<file path="config.mk">
export PLATFORM = sky130hd
export DESIGN_NAME = bus_arbiter_4_32_flat
export DESIGN_NICKNAME = d
export VERILOG_FILES = /design/src/rtl/bus_arbiter_4_32_if.sv /design/src/rtl/bus_arbiter_4_32.sv /design/src/flat_wrapper.sv
export SDC_FILE = /design/constraint.sdc
export NUM_CORES = 1
export LEC_CHECK = 0
export CORE_ASPECT_RATIO = 1.4
export CORE_MARGIN = 10
export CORE_UTILIZATION = 25
export DETAILED_ROUTE_END_ITERATION = 12
export GPL_TIMING_DRIVEN = 0
export PLACE_DENSITY = 0.78
export SETUP_SLACK_MARGIN = 0.3
export SLEW_MARGIN = 15
export SYNTH_ARGS = -nofsm -noshare
export SYNTH_HDL_FRONTEND = slang
export SYNTH_SLANG_ARGS = --single-unit
</file>
<file path="constraint.sdc">
create_clock -name clk -period 1.9 [get_ports clk]
set_input_delay 0.285 -clock clk [delete_from_list [all_inputs] [get_ports clk]]
set_output_delay 0.285 -clock clk [all_outputs]
set_load 0.02 [all_outputs]
</file>
<file path="src/rtl/bus_arbiter_4_32_if.sv">
// Request/grant and data bundle between four requesters,
// the arbiter and a single downstream consumer.
interface bus_arbiter_4_32_if;
    logic [3:0]  req;
    logic [3:0]  last;
    logic [31:0] src0;
    logic [31:0] src1;
    logic [31:0] src2;
    logic [31:0] src3;
    logic        out_ready;
    logic [3:0]  gnt;
    logic [1:0]  sel;
    logic        out_valid;
    logic [31:0] out_data;
    logic        busy;

    modport master (
        output req, last,
        output src0, src1, src2, src3,
        output out_ready,
        input  gnt, sel, out_valid,
        input  out_data, busy
    );

    modport slave (
        input  req, last,
        input  src0, src1, src2, src3,
        input  out_ready,
        output gnt, sel, out_valid,
        output out_data, busy
    );
endinterface

</file>
<file path="src/rtl/bus_arbiter_4_32.sv">
// Four-way round-robin bus arbiter with per-tenure beat limit,
// registered one-hot grant and gated 32-bit data mux.
module bus_arbiter_4_32 #(
    parameter int MAX_BEATS = 16
) (
    input logic             clk,
    input logic             resetn,
    bus_arbiter_4_32_if.slave bus
);
    typedef enum logic {
        IDLE  = 1'b0,
        GRANT = 1'b1
    } state_t;

    state_t      state_q, state_d;
    logic [3:0]  gnt_q, gnt_d;
    logic [1:0]  sel_q, sel_d;
    logic [1:0]  ptr_q, ptr_d;
    logic [3:0]  cnt_q, cnt_d;

    logic [1:0]  pick;
    logic [1:0]  idx;
    logic        found;
    logic        own_req;
    logic        valid;
    logic        accept;
    logic        at_max;

    // Rotating priority search starting at ptr
    always_comb begin
        pick  = ptr_q;
        idx   = '0;
        found = 1'b0;
        for (int i = 0; i < 4; i++) begin
            idx = ptr_q + 2'(i);
            if (!found && bus.req[idx]) begin
                pick  = idx;
                found = 1'b1;
            end
        end
    end

    assign own_req = bus.req[sel_q];
    assign valid   = (state_q == GRANT) && own_req;
    assign accept  = valid && bus.out_ready;
    assign at_max  = ({1'b0, cnt_q} + 5'd1) == 5'(MAX_BEATS);

    always_comb begin
        state_d = state_q;
        gnt_d   = gnt_q;
        sel_d   = sel_q;
        ptr_d   = ptr_q;
        cnt_d   = cnt_q;
        unique case (state_q)
            IDLE: begin
                gnt_d = '0;
                if (found) begin
                    state_d = GRANT;
                    gnt_d   = 4'b0001 << pick;
                    sel_d   = pick;
                    cnt_d   = '0;
                end
            end
            GRANT: begin
                if (!own_req
                    || (accept && (bus.last[sel_q] || at_max))) begin
                    state_d = IDLE;
                    gnt_d   = '0;
                    ptr_d   = sel_q + 2'd1;
                end else if (accept) begin
                    cnt_d = cnt_q + 4'd1;
                end
            end
            default: begin
                state_d = IDLE;
                gnt_d   = '0;
            end
        endcase
    end

    always_ff @(posedge clk or negedge resetn) begin
        if (!resetn) begin
            state_q <= IDLE;
            gnt_q   <= '0;
            sel_q   <= '0;
            ptr_q   <= '0;
            cnt_q   <= '0;
        end else begin
            state_q <= state_d;
            gnt_q   <= gnt_d;
            sel_q   <= sel_d;
            ptr_q   <= ptr_d;
            cnt_q   <= cnt_d;
        end
    end

    // One-hot AND-OR mux; gnt_q always matches sel_q in GRANT
    assign bus.out_data = {32{valid}} & (
          ({32{gnt_q[0]}} & bus.src0)
        | ({32{gnt_q[1]}} & bus.src1)
        | ({32{gnt_q[2]}} & bus.src2)
        | ({32{gnt_q[3]}} & bus.src3));

    assign bus.gnt       = gnt_q;
    assign bus.sel       = sel_q;
    assign bus.out_valid = valid;
    assign bus.busy      = (state_q == GRANT);
endmodule

</file>
<file path="src/flat_wrapper.sv">
// flat-port wrapper written by rule: the top's interface ports become plain ports
module bus_arbiter_4_32_flat 
#(
    parameter int MAX_BEATS = 16
)
  (clk, resetn, bus_req, bus_last, bus_src0, bus_src1, bus_src2, bus_src3, bus_out_ready, bus_gnt, bus_sel, bus_out_valid, bus_out_data, bus_busy);
  bus_arbiter_4_32_if bus_i ();
  input logic clk;
  input logic resetn;
  input wire logic [$bits(bus_i.req)-1:0] bus_req;
  input wire logic [$bits(bus_i.last)-1:0] bus_last;
  input wire logic [$bits(bus_i.src0)-1:0] bus_src0;
  input wire logic [$bits(bus_i.src1)-1:0] bus_src1;
  input wire logic [$bits(bus_i.src2)-1:0] bus_src2;
  input wire logic [$bits(bus_i.src3)-1:0] bus_src3;
  input wire logic [$bits(bus_i.out_ready)-1:0] bus_out_ready;
  output wire logic [$bits(bus_i.gnt)-1:0] bus_gnt;
  output wire logic [$bits(bus_i.sel)-1:0] bus_sel;
  output wire logic [$bits(bus_i.out_valid)-1:0] bus_out_valid;
  output wire logic [$bits(bus_i.out_data)-1:0] bus_out_data;
  output wire logic [$bits(bus_i.busy)-1:0] bus_busy;
  assign bus_i.req = bus_req;
  assign bus_i.last = bus_last;
  assign bus_i.src0 = bus_src0;
  assign bus_i.src1 = bus_src1;
  assign bus_i.src2 = bus_src2;
  assign bus_i.src3 = bus_src3;
  assign bus_i.out_ready = bus_out_ready;
  assign bus_gnt = bus_i.gnt;
  assign bus_sel = bus_i.sel;
  assign bus_out_valid = bus_i.out_valid;
  assign bus_out_data = bus_i.out_data;
  assign bus_busy = bus_i.busy;
  bus_arbiter_4_32 #(.MAX_BEATS(MAX_BEATS)) u_core (.clk(clk), .resetn(resetn), .bus(bus_i));
endmodule
</file>
After elaboration in Yosys (flattened, before gate mapping)
Index checks and enable logic that the tools add are counted.
Word-level totals
  register bits: 13
  bits in latches: 0
  RAM bits: 0
  bits in read-only memories: 0
  input port bits: 139
  logic and storage cells: 75
  memories kept: 0
Operators by class
  add/subtract/negate cells: 6
  multiply operators: 0
  divide/modulo/power cells: 0
  magnitude comparators: 5
  equal/unequal tests: 5
  shifts and indexed selects: 1
  mux-type cells: 29
  bitwise gates (word level): 9
  reduce and logical (&&, ||, !) cells: 15
Operator list (count)
  32-bit AND: 5
  32-bit bitwise OR: 3
  4-bit two-way mux: 5
  4-bit case mux with 2 select lines: 2
  2-bit by 3-bit less-than comparator with 1-bit output, second input constant: 5
  1-bit binary-select mux with 2-bit select: 6
  1-bit two-way mux: 12
  1-bit logical AND: 6
  2-bit two-way mux: 3
  2-bit inequality test, second input constant: 3
  4-bit by 1-bit adder with 5-bit output, second input constant: 1
  5-bit equality test, second input constant: 1
  2-bit by 1-bit adder with 2-bit output, second input constant: 2
  2-bit adder, second input constant: 2
  4-bit by 1-bit adder with 4-bit output, second input constant: 1
  1-bit zero test: 4
  2-bit AND reduction: 2
  1-bit by 2-bit left shift with 4-bit output, first input constant: 1
  3-bit AND reduction: 1
  1-bit logical OR: 2
  2-bit by 1-bit inequality test with 1-bit output, second input constant: 1
  1-bit case mux with 2 select lines: 1
  1-bit NOT: 1

Logic depth before layout (Yosys ltp)
Gate-level depths: netlist of the first run.
  depth in word-level cells: 15
  gate-level depth with buffers: 5
  mapped depth without buffers: 4

Least setup slack after synthesis of the first run
No wires, ideal clock.
  path type: flip-flop to output port
  start point: register u_core.sel_q[0], in the netlist u_core.bus.sel[0]
  end point: output bus_out_valid
  arrival time: 1688 ps
  required time: 1615 ps
  setup slack: -73 ps
  stages on the path, launching flop included: 6
  cells stage by stage: dfrtp_1 -> buf_6 -> mux2_2 -> a2bb2oi_4 -> clkbuf_1 -> inv_1
On the way
  longest elaborated chain between the ends: 3
Ends and longest elaborated chain
  from (decl): line bus_arbiter_4_32.sv:17  | logic [1:0] sel_q, sel_d;
  from (signal assigned): line bus_arbiter_4_32.sv:91  | sel_q <= sel_d;
  1-bit binary-select mux with 2-bit select: line bus_arbiter_4_32.sv:43  | assign own_req = bus.req[sel_q];
  1-bit two-way mux (not written as such): line bus_arbiter_4_32.sv:43
  1-bit logical AND: line bus_arbiter_4_32.sv:44  | assign valid = (state_q == GRANT) && own_req;
  to (decl): line flat_wrapper.sv:19  | output wire logic [$bits(bus_i.out_valid)-1:0] bus_out_valid;
Every way passes these cells. The select of a mux whose other input is x is not followed.

Final worst setup path of the first run
  start point: register u_core.sel_q[0], in the netlist u_core.bus.sel[0]
  end point: output bus_out_data[16]
On the way
  longest elaborated chain between the ends: 4
Ends and longest elaborated chain
  1-bit binary-select mux with 2-bit select: line bus_arbiter_4_32.sv:43
  1-bit two-way mux (not written as such): line bus_arbiter_4_32.sv:43
  1-bit logical AND: line bus_arbiter_4_32.sv:44
  32-bit AND: line bus_arbiter_4_32.sv:98  | assign bus.out_data = {32{valid}} & (
  to (decl): line flat_wrapper.sv:20  | output wire logic [$bits(bus_i.out_data)-1:0] bus_out_data;
Every way passes these cells. The select of a mux whose other input is x is not followed.

==> results of run 1 <==
==> final timing paths <==
| check | end | startpoint | cells past startpoint |
|---|---|---|---|
| setup / recovery | bus_out_data[16] | u_core.bus.sel[0] | 7 |
| hold / removal | u_core.bus.sel[1] | resetn | 1 |
| setup reg to reg | u_core.cnt_q[3] | u_core.bus.sel[0] | 6 |
| hold reg to reg | u_core.cnt_q[2] | u_core.cnt_q[2] | 1 |
| max in group asynchronous | u_core.bus.sel[0] | resetn | 1 |
| min in group clk | u_core.cnt_q[2] | u_core.cnt_q[2] | 1 |
==> power by group <==
part / switching (uW) / internal [uW] / total (uW)
registers: 105 / 386 / 491
clock network: 105 / 148 / 253
logic: 2260 / 2050 / 4300
total: 2470 / 2580 / 5050
==> metrics by stage <==
step	cell area [um2]	util	TNS (ns)	cells	hold WS, ns
final	3950	0.664	-4.04	460	0.410
after detailed placement	3480	0.585	-27.92	445	0.466
after floorplan	1610	-	0	197	-0.0106
after global placement	3480	0.585	-26.32	445	0.469
after global routing	3950	0.664	-5.36	460	0.462
after CTS	3830	0.644	-3.46	459	0.421
==> registers in the layout (all words and copies together) (netlist names) <==
register and count:
u_core.bus.gnt 4, u_core.cnt_q 4, u_core.bus.sel 2, u_core.ptr_q 2, u_core.bus.busy 1
==> cells in the mapped netlist (2+ instances only) <==
cell | number | area [um2]
nor2_1 | 4 | 15.0
a22o_1 | 2 | 17.5
nor2b_1 | 4 | 25.0
clkbuf_1 | 20 | 75.1
or2_2 | 2 | 12.5
a21oi_1 | 34 | 170
dfrtp_1 | 13 | 325
o22a_1 | 2 | 17.5
o22ai_1 | 2 | 12.5
o21ai_0 | 3 | 15.0
nor3b_2 | 2 | 25.0
mux2_2 | 2 | 22.5
nand2b_1 | 2 | 12.5
o2bb2ai_1 | 3 | 26.3
mux2i_1 | 7 | 70.1
inv_1 | 3 | 11.3
a21boi_0 | 2 | 15.0
nand2_1 | 9 | 33.8
a22oi_1 | 64 | 480
==> routing by layer <==
layer	up-vias	part of all wire	GRT usage	routed length [um]
met4	0	0.017	0.0520	184
li1	1180	-	-	-
met5	-	0	0	0
met2	111	0.54	0.368	5820
met3	16	0.080	0.0581	853
met1	1212	0.36	0.212	3830
==> kinds of logic after synthesis <==
| kind of cell | share of synthesized area |
|---|---|
| flops | 0.210 |
| xor+xnor | 0.00566 |
| fa+ha+maj | 0.00808 |
| mux | 0.0744 |
| simple gates | 0.110 |
| buf+inv | 0.0663 |
| compound gates | 0.525 |
==> layout by cell type, fill, tap and decap left out, types with 4 or more instances in the layout <==
cell / synthesis / layout
a21oi_4: 0 / 10
dfrtp_1: 13 / 12
a21oi_2: 0 / 20
buf_6: 1 / 34
nand2_1: 9 / 9
a21oi_1: 34 / 4
mux2i_1: 7 / 6
clkbuf_2: 0 / 11
buf_4: 0 / 7
dlygate4sd2_1: 0 / 5
clkbuf_1: 20 / 4
a22oi_1: 64 / 64
clkdlybuf4s50_1: 0 / 140
clkbuf_8: 0 / 4
==> layout make-up <==
type	count	area share
repair buffers	189	0.488
flip-flops and latches	13	0.0828
plain buffers	22	0.0450
well taps	70	0.0222
clock buffers	4	0.0114
multi-input cells	159	0.348
inverters	3	0.00285
==> what timing repair did <==
action	CTS	global route
gates resized for setup	248	33
setup endpoints to repair	47	46
buffers inserted	7	1
cloned	3	0
pin swaps	2	3
==> critical path, stage by stage, from the launching register on <==
cell and delay (ns):
dfrtp_2 0.40, buf_6 0.13, mux2_4 0.31, a2bb2oi_4 0.15, buf_6 0.16, clkbuf_16 0.17
a21oi_4 0.04, buf_6 0.14
==> results.sh, run 1 <==
export IMPL_clock_sinks=13
export IMPL_cp_start_kind="register"
export IMPL_postRouteAntennaNets=0
export IMPL_cts_root_buf="clkbuf_8"
export IMPL_failed_checks="setup timing"
export IMPL_p_leak_uw=0.00147
export IMPL_num_rows=33
export IMPL_wl_per_cell_um=23.2
export IMPL_cts_reportedPaths_clkPinSlew_ns=0.06
export IMPL_start_util=0.260
export IMPL_clk_latency_ns=0.25
export IMPL_regArea_um2=327
export IMPL_hp_class="input port to async pin"
export IMPL_cp_data_arrival_time_ns=1.76
export IMPL_worst_slew_pin_slew_ns=0.586
export IMPL_cts_tree="done"
export IMPL_clock_fmax_mhz=490
export IMPL_routed_wl_um=10700
export IMPL_relSlewSlack=0.608
export IMPL_cts_path_max_buffers=2
export IMPL_fin_nets=531
export IMPL_multiInputGateArea_um2=1370
export IMPL_drt_initial_drc_count=111
export IMPL_dp_slack_ns=-0.841
export IMPL_first_pass_iters=5
export IMPL_holdBufCountCts=0
export IMPL_ir_drop_mv=0.810
export IMPL_synthToLayoutAreaGrowth_pct=155
export IMPL_critPathRequiredTime_ns=1.62
export IMPL_ys_ff_latch=13
export IMPL_drc=0
export IMPL_setup_slack_ns=-0.141
export IMPL_num_antenna_cells=0
export IMPL_skew_ns=0.00417
export IMPL_num_vias=2519
export IMPL_die_width_um=86.5
export IMPL_grt_first_pass_wirelength_um=15600
export IMPL_synth_edf_count=0
export IMPL_fillers=474
export IMPL_synthesis_area_um2=1550
export IMPL_setup_viol=35
export IMPL_r2r_slack_ns=-0.07
export IMPL_p_total_uw=5050
export IMPL_async_flop_share=1.00
export IMPL_portBuffers=178
export IMPL_drive_gt1_frac=0.292
export IMPL_max_cap_viol_count=0
export IMPL_grt_pass1_vias=2635
export IMPL_worstSetupPathType="register to primary output"
export IMPL_tritoncts_num_buffers=3
export IMPL_post_synth_num_cell_types=36
export IMPL_avgSynthCellArea_um2=7.86
export IMPL_die_h_um=113
export IMPL_status="complete, but fails checks"
export IMPL_yosys_warnings=0
export IMPL_io_pin_count=179
export IMPL_grt_max_degree=14
export IMPL_min_period_over_period=1.07
export IMPL_cp_end_kind="primary output"
export IMPL_path_max_fanout=5
export IMPL_hpwl_um=8350
export IMPL_p_per_area_nw_per_um2=1280
export IMPL_ys_seq_area_frac=0.210
export IMPL_antenna_found_initial=0
export IMPL_maxSlewViolCount=0
export IMPL_period_needed_ns=2.04
export IMPL_gr_total_overflow=0
export IMPL_h_tree_depth=1
export IMPL_fp_coreArea_um2=5950
export IMPL_rsz0062_at_grt="yes"
export IMPL_synth_nets=337
export IMPL_gp_congestion=0.831
export IMPL_ys_flop_type="dfrtp_1"
export IMPL_track_usage=0.200
export IMPL_die_area_um2=9780
export IMPL_hold_violations=0
export IMPL_synth_cells=197
export IMPL_via_per_inst=5.48
Power figures use the tool's default switching activity.
==> run 2, diff against run 1 <==
--- a/config.mk
+++ b/config.mk
@@ -7,10 +7,11 @@
 export LEC_CHECK = 0
 export CORE_ASPECT_RATIO = 1.4
 export CORE_MARGIN = 10
-export CORE_UTILIZATION = 25
+export CORE_UTILIZATION = 30
+export CTS_CLUSTER_SIZE = 25
 export DETAILED_ROUTE_END_ITERATION = 12
 export GPL_TIMING_DRIVEN = 0
-export PLACE_DENSITY = 0.78
+export PLACE_DENSITY = 0.88
 export SETUP_SLACK_MARGIN = 0.3
 export SLEW_MARGIN = 15
 export SYNTH_ARGS = -nofsm -noshare
==> constraint.sdc (replaced) <==
create_clock -name clk -period 2.4 [get_ports clk]
set_input_delay 0.36 -clock clk [delete_from_list [all_inputs] [get_ports clk]]
set_output_delay 0.36 -clock clk [all_outputs]
set_load 0.02 [all_outputs]
==> run 2 against run 1 <==
Net effect:
- the flow now finishes without violations
- sequential power decreased by 22%
- register-to-register slack improved by 0.45 ns
- combinational power decreased by 31%
- total power decreased by 30%
- utilization increased by 7.8 points
- first-iteration DRC count increased by 63%
- sequential share of layout area increased by 0.64 points
- routed wire length increased by 1.9%
- design area decreased by 7.5%
- largest cell class unchanged
==> results.sh, run 2 (synthesis results as in run 1) <==
export IMPL_num_rows=30
export IMPL_r2r_start="u_core.bus.sel[1]"
export IMPL_track_usage=0.230
export IMPL_fin_util=0.742
export IMPL_drc=0
export IMPL_cts_path_max_buffers=2
export IMPL_pwr_share_clk=0.056
export IMPL_cp_start_kind="register"
export IMPL_combPwrFrac=0.836
export IMPL_clock_fmax_mhz=468
export IMPL_first_pass_iters=4
export IMPL_grt_pass1_vias=2676
export IMPL_relSlewSlack=0.545
export IMPL_design_area_um2=3650
export IMPL_tritoncts_num_buffers=3
export IMPL_num_vias=2608
export IMPL_routed_wl_um=10900
export IMPL_num_antenna_cells=0
export IMPL_ir_drop_mv=0.533
export IMPL_grt_first_pass_wirelength_um=15300
export IMPL_clock_sinks=13
export IMPL_hp_class="input port to async pin"
export IMPL_drive_gt1_frac=0.225
export IMPL_fin_nets=532
export IMPL_holdBufCountCts=0
export IMPL_drt_initial_drc_count=181
export IMPL_switchingPower_uw=1720
export IMPL_p_total_uw=3530
export IMPL_r2r_end="u_core.bus.gnt[0]"
export IMPL_cts_tree="done"
export IMPL_gp_congestion=0.892
export IMPL_p_int_uw=1810
export IMPL_skew_ns=0.00387
export IMPL_setup_viol=0
export IMPL_worst_slew_pin_slew_ns=0.677
export IMPL_via_per_inst=5.73
export IMPL_seqPwrFrac=0.108
export IMPL_hpwl_um=8730
export IMPL_gr_total_overflow=0
export IMPL_antenna_found_initial=0
export IMPL_placed_area_um2=3410
export IMPL_r2r_slack_ns=0.38
export IMPL_max_cap_viol_count=0
export IMPL_synthToLayoutAreaGrowth_pct=136
export IMPL_wl_per_cell_um=23.9
export IMPL_h_tree_depth=1
export IMPL_layout_commonest_cell="clkdlybuf4s50_1"
export IMPL_place_inst=439
export IMPL_die_width_um=80.7
export IMPL_p_per_area_nw_per_um2=967
export IMPL_final_instance_count_excl_fill=455
export IMPL_min_period_over_period=0.889
export IMPL_clk_latency_ns=0.25
export IMPL_fp_coreArea_um2=4920
export IMPL_start_util=0.315
export IMPL_path_max_fanout=7
export IMPL_postRouteAntennaNets=0
export IMPL_p_sw_frac=0.486
export IMPL_mostFrequentLayoutCells="clkdlybuf4s50_1, a22oi_1, buf_4, a21oi_1"
export IMPL_cts_reportedPaths_clkPinSlew_ns=0.06
export IMPL_p_leak_uw=0.00142
export IMPL_reg2regPathDepth=7
export IMPL_die_area_um2=8470
export IMPL_portBuffers=178
export IMPL_die_h_um=105
export IMPL_period_needed_ns=2.13
export IMPL_critPathRequiredTime_ns=2.04
export IMPL_status="completed"
export IMPL_cts_root_buf="clkbuf_8"
export IMPL_hold_violations=0
export IMPL_io_pin_count=179
export IMPL_maxSlewViolCount=0
export IMPL_grt_max_degree=14
export IMPL_cp_data_arrival_time_ns=1.77
export IMPL_rsz0062_at_grt="yes"
export IMPL_worstSetupPathType="register to primary output"
export IMPL_cp_end_kind="primary output"
run 2: cell types whose count changed in the layout (fill, tap and decap cells not counted), sizes merged:
cell / change
clkbuf: +3
dlygate4sd2: -1
buf: -2
clkdlybuf4s50: +1
run 2: layer usage:
layer	wire length, um	share of wire	vias up	global-route usage
li1	-	-	1182	-
met1	3980	0.37	1228	0.249
met2	5500	0.51	173	0.407
met3	1030	0.095	25	0.0695
met4	371	0.034	0	0.0757
met5	0	0	-	0
run 2: layout make-up:
class | count | area, um2
repair buffers | 190 | 1860
fillers | 378 | 1270
clock buffers | 4 | 45.0
flip-flops and latches | 13 | 325
multi-input cells | 159 | 1190
well taps | 64 | 80.1
plain buffers | 22 | 140
inverters | 3 | 11.3
run 2: worst max path at each step:
stage | startpoint | endpoint | cells after the start
3_5_place_dp | bus_req[3] | bus_out_data[20] | 6
4_1_cts | u_core.bus.sel[0] | bus_out_data[9] | 7
5_1_grt | u_core.bus.sel[0] | bus_out_data[28] | 7
2_1_floorplan | u_core.bus.sel[0] | bus_out_valid | 5
6_report | u_core.bus.sel[0] | bus_out_data[28] | 7
3_3_place_gp | bus_req[3] | bus_out_data[30] | 6
run 2: power by group through the flow:
stage	Sequential, uW	Clock, uW	Combinational (uW)
2_1_floorplan	432	0	1370
3_3_place_gp	376	0	2450
3_5_place_dp	378	0	2500
4_1_cts	377	200	2610
5_1_grt	393	206	3120
6_report	381	199	2950
run 2: worst max-delay path, stage by stage, from the launching register on:
cell and delay [ns]:
dfrtp_1 0.39, buf_6 0.14, mux2_4 0.32, a2bb2oi_4 0.16
buf_12 0.15, clkbuf_8 0.14, a21oi_1 0.05, buf_4 0.17
run 2: per-stage QoR:
stage | setup slack (ns) | hold WS, ns | setup TNS (ns)
6_report | 0.265 | 0.489 | 0
5_1_grt | 0.234 | 0.532 | 0
4_1_cts | 0.297 | 0.486 | 0
3_5_place_dp | -0.642 | 0.479 | -18.34
3_3_place_gp | -0.601 | 0.461 | -17.27
2_1_floorplan | 0.352 | 0.0644 | 0
run 2: timing repair:
action,CTS,global route
setup buffers,4,5
cloned,3,0
endpoints found under the hold margin,0,0
gates resized for setup,170,55
pin swaps,1,3
setup endpoints to repair,33,38
==> variant, RTL diff (config.mk and constraints of run 2) <==
Make the reset (`resetn`) synchronous in one clocked block.
--- a/src/rtl/bus_arbiter_4_32.sv
+++ b/src/rtl/bus_arbiter_4_32.sv
@@ -79,5 +79,5 @@
     end
 
-    always_ff @(posedge clk or negedge resetn) begin
+    always_ff @(posedge clk) begin
         if (!resetn) begin
             state_q <= IDLE;
Behaviour: differs if resetn is asserted again (counterexample within 4 cycles, from zero or initial values and one cycle with resetn low); with resetn held inactive, the same outputs for 10 cycles.
==> variant against run 2 <==
Sequential cell count is the same. Worst setup slack got worse by 0.025 ns. Register-to-register slack got worse by 0.09 ns. Routed wire length shrank 1.8%. Final area up 1.7%. Clock skew increased by 0.0014 ns. Area after synthesis shrank 2.5%. Critical path type unchanged. Highest routed layer unchanged.
Power is left out: it rests on default switching activity, and per cell area and clock period it moved more than threefold.
==> variant: results (changes against run 2) <==
cells after synthesis - 206 (+4.6%)
global-route wire length before repair - 15600 um (+1.5%)
crit-path max FO - 5 (-2)
fillers - 354 (-6.3%)
Pre-antenna DRT Iters - 5 (+1)
RD Place Congestion - 0.891 (about the same)
leading area contributor after synthesis - a22oi_1
# port buffers - 178 (unchanged)
worst hold-check path type - flip-flop to flip-flop
cts bufs inserted - 3 (unchanged)
antenna violations before repair - 0 (unchanged)
critical path arrival - 1.80 ns (+0.03 ns)
1st-iter DRT viols - 183 (+1.1%)
Ant. Diodes - 0 (unchanged)
Synth Flop Type - dfxtp_1
Seq/Total Area, Yosys - 17.2% (-3.8 points)
htree depth - 1 (unchanged)
DR vias/cell - 5.59 (-2.4%)
top cells by count, synth - 66 x a22oi_1, 35 x a21oi_1, 20 x clkbuf_1, 13 x dfxtp_1, 7 x inv_1
post-DP HPWL - 8370 um (-4.1%)
Root Buffer - clkbuf_8
via count of the first global-routing pass - 2609 (-2.5%)
Worst-Skew Late Latency - 0.25 ns (about the same)
largest net degree at the start of global routing - 11 (-3)
dpl cell area - 3370 sq um (-1.1%)
Place WS - -0.807 ns (-0.165 ns)
drt total wl - 10700 um (-1.8%)
Net Count, Synth - 346 (+2.7%)
clk_skew - 0.00524 ns (+0.00138 ns)
share of cells above drive strength 1 - 23.7% (+1.2 points)
fin nets - 538 (+1.1%)
synth unique cells - 31 (-14%)
outcome - finished, final reports clean
Ys Warns - 0 (unchanged)
drt wl/cell - 23.2 um (-3.1%)
top cells by area, synth - a22oi_1 33%, dfxtp_1 17%, a21oi_1 12%, clkbuf_1 5.0%, mux2i_1 2.7%
Synth async-reset ratio - 0% (-100 points)
max_slew headroom - 68.9% (+14 points)
Clock transition at path regs - 0.06 ns (about the same)
total track usage - 23.5% (+0.48 points)
clk buf depth - 2 (unchanged)
# placed instances - 448 (+2.1%)
==> variant: cell types whose count changed after synthesis, sizes merged, moves of 3 or more <==
cell	delta
inv	+4
dfrtp	-13
o2bb2ai	-3
nor3b	-3
o31ai	+4
o211ai	+4
nand2b	+4
mux2i	-3
nand2	-4
dfxtp	+13
nand3	+3
and2	+3
==> variant: through the flow <==
stage               hold WS [ns]  utilization [%]  TNS (ns)
floorplan                  0.466                -         0
global placement           0.483             69.1    -21.31
detailed placement         0.501             69.1    -22.28
CTS                        0.509             72.9         0
global route               0.539             76.1         0
finish                     0.505             76.1         0
==> variant: routing by layer <==
metal / routed length (um) / vias up / track usage [%]
li1: - / 1203 / -
met2: 5530 / 145 / 41.8
met5: 0 / - / 0
met4: 246 / 0 / 5.81
met3: 1290 / 21 / 8.39
met1: 3620 / 1209 / 25.1
==> variant: what timing repair did <==
action,in CTS,in global routing
pin swaps,1,0
gates cloned,4,0
setup endpoints to repair,38,37
resized for setup,206,56
setup buffers,5,0
==> variant: cell families after synthesis <==
| logic type | synth area share [%] |
|---|---|
| AO/OA/AOI/OAI | 55.6 |
| XOR/XNOR | 0.581 |
| adder cells (fa/ha/maj) | 0.829 |
| buffers and inverters | 8.21 |
| flip-flops | 17.2 |
| multiplexers | 5.89 |
| AND/OR/NAND/NOR | 11.7 |
==> variant: area by class of cell <==
class	count	area, sq um	share of cell area, %
timing repair buffer	186	1840	49.5
tap	64	80.1	2.16
multi-input combinational	165	1300	35.1
sequential	13	262	7.05
inverter	7	26.3	0.708
clock buffer	4	45.0	1.21
buffer	22	156	4.21
==> variant: worst paths after layout <==
path / from / end / slack (ns) / depth (start not counted)
hold reg to reg: u_core.cnt_q[2]$_SDFFE_PN0P_ / u_core.cnt_q[2]$_SDFFE_PN0P_ / 0.50 / 2
setup reg to reg: u_core.bus.sel[0]$_SDFFE_PN0P_ / u_core.cnt_q[0]$_SDFFE_PN0P_ / 0.29 / 8
hold / removal: u_core.cnt_q[2]$_SDFFE_PN0P_ / u_core.cnt_q[2]$_SDFFE_PN0P_ / 0.50 / 2
setup / recovery: u_core.bus.sel[0]$_SDFFE_PN0P_ / bus_out_data[19] / 0.24 / 6
==> variant: worst max-delay path, stage by stage, from the launching register on <==
cell and delay (ns):
dfxtp_2 0.33, buf_6 0.10, mux4_2 0.57, nand2_4 0.18, buf_8 0.17, a21oi_4 0.04, buf_6 0.14
